[config.mk]
export PLATFORM = sky130hd
export DESIGN_NAME = uart_rx
export DESIGN_NICKNAME = d
export VERILOG_FILES = /design/src/rtl/uart_rx.sv
export SDC_FILE = /design/constraint.sdc
export NUM_CORES = 1
export LEC_CHECK = 0
export ABC_AREA = 1
export CORE_MARGIN = 2
export CORE_UTILIZATION = 30
export CTS_CLUSTER_DIAMETER = 50
export CTS_CLUSTER_SIZE = 12
export DETAILED_ROUTE_END_ITERATION = 16
export DONT_BUFFER_PORTS = 1
export PLACE_DENSITY_LB_ADDON = 0.3
export RECOVER_POWER = 25
export SYNTH_ARGS = -nofsm -noshare
export SYNTH_HDL_FRONTEND = slang
export SYNTH_SLANG_ARGS = --single-unit
export TNS_END_PERCENT = 100
[constraint.sdc]
create_clock -name clk -period 1.9 [get_ports clk]
set_input_delay 0.285 -clock clk [delete_from_list [all_inputs] [get_ports clk]]
set_output_delay 0.285 -clock clk [all_outputs]
set_load 0.01 [all_outputs]
[src/rtl/uart_rx.sv]
// UART receiver: 8 data bits, LSB first, one stop bit, optional even parity.
// The serial line is oversampled at CLKS_PER_BIT clocks per bit and sampled
// near the middle of each bit after a 2-flop synchronizer.
// Optional feature macro: UART_RX_PARITY_EN (adds an even parity bit between
// the last data bit and the stop bit; when undefined o_Parity_Err is tied low).
module uart_rx #(
    parameter int CLKS_PER_BIT = 16
) (
    input  logic       clk,
    input  logic       rst,
    input  logic       Rx_Serial,
    input  logic       Rx_Ready,
    output logic [7:0] dataOut,
    output logic       o_Rx_Valid,
    output logic       o_Rx_Busy,
    output logic       o_Frame_Err,
    output logic       o_Parity_Err,
    output logic       o_Overrun
);

    localparam logic [7:0] BIT_LAST  = 8'(CLKS_PER_BIT - 1);
    localparam logic [7:0] HALF_LAST = 8'((CLKS_PER_BIT - 1) / 2);

`ifdef UART_RX_PARITY_EN
    typedef enum logic [2:0] {IDLE, START, DATA, PARITY, STOP, CLEANUP} state_t;
`else
    typedef enum logic [2:0] {IDLE, START, DATA, STOP, CLEANUP} state_t;
`endif

    state_t      state;
    logic        rx_meta;
    logic        rx_sync;
    logic [7:0]  counter;
    logic [2:0]  bit_index;
    logic [7:0]  shift_reg;
`ifdef UART_RX_PARITY_EN
    logic        parity_bad;
`endif

    // Bring the asynchronous line into the clock domain; idle level is high.
    always_ff @(posedge clk) begin
        if (rst) begin
            rx_meta <= 1'b1;
            rx_sync <= 1'b1;
        end else begin
            rx_meta <= Rx_Serial;
            rx_sync <= rx_meta;
        end
    end

    assign o_Rx_Busy = (state != IDLE);

    // Frame FSM plus output holding register; error flags are one-cycle pulses
    // that become visible in the CLEANUP cycle together with the commit.
    always_ff @(posedge clk) begin
        if (rst) begin
            state       <= IDLE;
            counter     <= 8'd0;
            bit_index   <= 3'd0;
            shift_reg   <= 8'h00;
            dataOut     <= 8'h00;
            o_Rx_Valid  <= 1'b0;
            o_Frame_Err <= 1'b0;
            o_Overrun   <= 1'b0;
`ifdef UART_RX_PARITY_EN
            o_Parity_Err <= 1'b0;
            parity_bad   <= 1'b0;
`endif
        end else begin
            o_Frame_Err <= 1'b0;
            o_Overrun   <= 1'b0;
`ifdef UART_RX_PARITY_EN
            o_Parity_Err <= 1'b0;
`endif
            if (o_Rx_Valid && Rx_Ready) begin
                o_Rx_Valid <= 1'b0;
            end

            case (state)
                IDLE: begin
                    counter   <= 8'd0;
                    bit_index <= 3'd0;
                    if (!rx_sync) begin
                        state <= START;
                    end
                end

                START: begin
                    if (counter == HALF_LAST) begin
                        counter <= 8'd0;
                        state   <= rx_sync ? IDLE : DATA;
                    end else begin
                        counter <= counter + 8'd1;
                    end
                end

                DATA: begin
                    if (counter == BIT_LAST) begin
                        counter              <= 8'd0;
                        shift_reg[bit_index] <= rx_sync;
                        if (bit_index == 3'd7) begin
                            bit_index <= 3'd0;
`ifdef UART_RX_PARITY_EN
                            state <= PARITY;
`else
                            state <= STOP;
`endif
                        end else begin
                            bit_index <= bit_index + 3'd1;
                        end
                    end else begin
                        counter <= counter + 8'd1;
                    end
                end

`ifdef UART_RX_PARITY_EN
                PARITY: begin
                    if (counter == BIT_LAST) begin
                        counter    <= 8'd0;
                        parity_bad <= ^{shift_reg, rx_sync};
                        state      <= STOP;
                    end else begin
                        counter <= counter + 8'd1;
                    end
                end
`endif

                STOP: begin
                    if (counter == BIT_LAST) begin
                        counter <= 8'd0;
                        state   <= CLEANUP;
                        if (!rx_sync) begin
                            o_Frame_Err <= 1'b1;
`ifdef UART_RX_PARITY_EN
                        end else if (parity_bad) begin
                            o_Parity_Err <= 1'b1;
`endif
                        end else begin
                            dataOut    <= shift_reg;
                            o_Rx_Valid <= 1'b1;
                            if (o_Rx_Valid && !Rx_Ready) begin
                                o_Overrun <= 1'b1;
                            end
                        end
                    end else begin
                        counter <= counter + 8'd1;
                    end
                end

                CLEANUP: begin
                    state <= IDLE;
                end

                default: begin
                    state <= IDLE;
                end
            endcase
        end
    end

`ifndef UART_RX_PARITY_EN
    assign o_Parity_Err = 1'b0;
`endif

endmodule
# Word-level counts from Yosys, hierarchy flattened
# Index checks and enable logic that the tools add are counted.
totals:
  out_inout_bits: 13
  elab_cells: 65
  register_bits: 35
op_classes:
  add_sub_neg: 2
  bitwise: 3
  muxes: 22
  reduce_logical: 15
  eq_ne: 11
  magnitude_cmp: 2
ops:
  columns: ["cell", "count"]
  rows:
  - ["$pmux 8 s3", 1]
  - ["$mux 3", 7]
  - ["$mux 8", 2]
  - ["$pmux 3 s4", 1]
  - ["$ne 2x2->1 const B", 5]
  - ["$add 8x1->8 const B", 1]
  - ["$bwmux 8", 1]
  - ["$eq 8x3->1 const B", 1]
  - ["$eq 8x4->1 const B", 1]
  - ["$mux 1", 7]
  - ["$eq 3x2->1 const B", 2]
  - ["$pmux 3 s2", 1]
  - ["$reduce_bool 3->1", 2]
  - ["$reduce_and 5->1", 1]
  - ["$lt 3x4->1 const B", 1]
  - ["$reduce_and 2->1", 2]
  - ["$reduce_or 4->1", 1]
  - ["$add 3x1->3 const B", 1]
  - ["$demux 1 s3", 1]
  - ["$eq 3x1->1 const B", 1]
  - ["$eq 3x3->1 const B", 1]
  - ["$ge 3x1->1 const B", 1]
  - ["$logic_and 1x1->1", 3]
  - ["$logic_not 3->1", 1]
  - ["7 further kinds", 9]

# Depth between registers and ports, before layout
logic_depth:
  ltp_word: 5
  mapped_depth: 10

# Least setup slack after synthesis
# OpenSTA, ideal clock, no wires.
synth_timing:
  kind: "register to register"
  from: "reg counter[0]"
  to: "reg shift_reg[4]"
  required_ns: 1.768
  period_less_slack_ns: 1.366
  arrival_time_ns: 1.233
  setup_slack_ns: 0.534
  setup_time_ns: 0.132
  stages_incl_launch_ff: 10
  cell_sequence: "dfxtp_1 -> ha_1 -> nand3_2 -> nor2_8 -> nand2_4 -> clkinv_2 -> buf_6 -> nand2_1 -> nand2_1 -> a21oi_1"
synth_between:
  elab_chain_cells: 2
synth_rtl:
  columns: ["element", "line", "text"]
  rows:
  - ["start, declared", "33", "logic [7:0] counter;"]
  - ["start signal, assigned", "93", "counter <= counter + 8'd1;"]
  - ["start signal, assigned", "112", "counter <= counter + 8'd1;"]
  - ["start signal, assigned", "146", "counter <= counter + 8'd1;"]
  - ["$eq 8x4->1", "98", "if (counter == BIT_LAST) begin"]
  - ["$reduce_and 2->1 (no source line)", null, null]
  - ["end signal, assigned by index", "100", "shift_reg[bit_index] <= rx_sync;"]
  - ["end, declared", "35", "logic [7:0] shift_reg;"]
# Every way passes these cells.
# A chain may end at the register's enable or synchronous reset.

# Worst setup path in the final report
layout_timing:
  from: "reg counter[0]"
  to: "reg dataOut[2]"
layout_between:
  elab_chain_cells: 2
layout_rtl:
  columns: ["element", "line", "text"]
  rows:
  - ["$eq 8x4->1", "129", "if (counter == BIT_LAST) begin"]
  - ["$reduce_and 3->1 (no source line)", null, null]
  - ["end signal, assigned", "139", "dataOut <= shift_reg;"]
  - ["end, declared", "13", "output logic [7:0] dataOut,"]
# Every way passes these cells.

==> run metrics <==
status complete, no violations; GR Layer Usage met1 16.0%; PwrDens 1110 mW/mm^2; Post-DP HPWL 2190 microns; Slew headroom 66.4%; diode count 0; Seq/Total Area, Yosys 42.6%; Synth area leader dfxtp_1; Layout fillers 581; total power 1980 uW; gpl congestion 0.739; min-delay worst type in -> reg; ranking of synthesized cells by area dfxtp_1, nand2_1, a21oi_1; Chip Height 78.1 microns; share of the clock period used by the worst path 90.1%; largest net degree at the start of global routing 19; skew final 0.00753 ns; most frequent cells in the layout nand2_1, dfxtp_1, inv_1, a21oi_1, nor2_1; Final Util 34.4%; Worst-Margin Slew 0.504 ns; Setup Buffers After CTS 0; CTS tree yes; share of layout cells above drive strength 1 9.52%; Ports 17; Max IR drop VDD 0.387 mV; clk buf depth 2; CP max FO 18; iteration-0 DRC count of the detailed router 89; grt total ovfl 0; row count 26; critical path type reg -> reg; post-route setup slack 0.189 ns; YS warnings 0; clock latency on the worst-skew pair 0.29 ns; post-synth net total 238; DRT Pass-1 Iters 4; Mapped Area 0.00165 sq mm; final setup TNS 0 ns; routed length per instance 10.2 microns; Worst-path clk slew 0.07 ns; crit path DAT 1.88 ns; Yosys reg bits 35; first-pass GRT wire length 5510 microns; vias in the first global route 1199; crit start category flip-flop; most common cell after layout, fill and taps aside nand2_1; pre-CTS setup slack 0.191 ns; Area growth syn-to-layout 8.75%; CTS resizes 0; Nets 238; Final Slew Violations 0; hold_buf cts 0; clock sinks 35; RSZ-0062 raised after global routing no; final antenna-violating net count 0; # H-tree levels 2; Starting Density 31.6%; M2 GR Usage 15.3%; WL final 3090 microns; final setup violation count 0; post-synth top area share 42.6%; Worst Path Required 2.07 ns; max-cap violation count 0; achievable frequency 584 MHz; Remaining DRCs 0; GR peak layer met1; Vias/cell 4.40; routed via count 1325; Final Hold Violating Endpoints 0; crit end category flip-flop; Port-buffer cells 0; antenna violations before repair 0; Final min period 1.71 ns; Tot GR Track Use 11.6%; CTS root buf clkbuf_8; die width 78.1 microns; Syn Inst Count 230; core footprint 0.00520 sq mm; Inserted Clock Buffers 5; Synth cell types 28; die area 0.00609 sq mm; synthesized area per cell 7.15 sq um; routing usage on met3 4.83%; leakage power 0.000700 uW
## final timing paths
path                            cells after the start                       to               startpoint  slack [ns]
worst max-delay path                                6  dataOut[2]$_SDFFE_PP0P_  counter[0]$_SDFFE_PP0P_        0.19
worst min-delay path                                1    state[0]$_SDFFE_PP0P_                      rst        0.06
worst max register to register                      6  dataOut[2]$_SDFFE_PP0P_  counter[0]$_SDFFE_PP0P_        0.19
worst min register to register                      1       rx_sync$_SDFF_PP1_       rx_meta$_SDFF_PP1_        0.41
## worst max-delay path, cell delays in order, from the launching register on
cell and delay, ns:
dfxtp_1 0.41, ha_1 0.21, nand3_2 0.14, nor2_8 0.18
nand3_2 0.29, o21ai_0 0.29, a21oi_1 0.06
## cell usage after synthesis
library cell,number
o21ai_2,1
clkbuf_1,3
nand2_2,1
nor2_1,24
clkinv_2,1
a31oi_1,1
o21ai_0,21
nand2_1,50
conb_1,1
nand3_2,2
buf_6,2
inv_1,25
ha_1,4
dfxtp_1,35
buf_4,1
nand4_1,2
a21oi_1,25
nor2_2,3
buf_2,2
nor3_1,3
nor2_8,1
nand3b_1,1
or2_2,3
o21ai_1,1
inv_2,1
xor2_1,1
nand3_1,14
nand2_4,1
## routing by layer
metal  share of wire (%)  up-vias
met5                   0        -
met4                 2.4        0
met3                 5.0        7
met2                  39       26
met1                  54      556
li1                    -      736
## power by group
part | internal, uW | leakage, uW | switching [uW]
registers | 797 | 0.000283 | 69.0
logic | 174 | 0.000365 | 351
clock network | 331 | 0.0000515 | 262
## final cells by class
class / count / area, sq um / area share (%)
clock buffers: 8 / 100 / 5.59
repair buffers: 1 / 7.51 / 0.420
flip-flops and latches: 35 / 701 / 39.2
well taps: 70 / 87.6 / 4.90
multi-input cells: 160 / 791 / 44.2
inverters: 27 / 103 / 5.73
## metrics by stage
stage               cells  area, sq um  hold WS, ns
floorplan             230         1650        0.389
global placement      293         1690        0.359
detailed placement    293         1690        0.362
CTS                   301         1790       0.0524
global route          301         1790       0.0370
finish                301         1790       0.0618
## logic make-up (layout without fill, tap and decap cells)
group,count (synthesis),count (layout),share of synthesized area [%]
buf+inv,35,36,9.35
flops,35,35,42.6
fa+ha+maj,4,4,3.04
xor+xnor,1,1,0.532
other cells,1,1,0.228
compound gates,49,49,15.2
simple gates,105,105,29.1
Power figures use the tool's default switching activity.
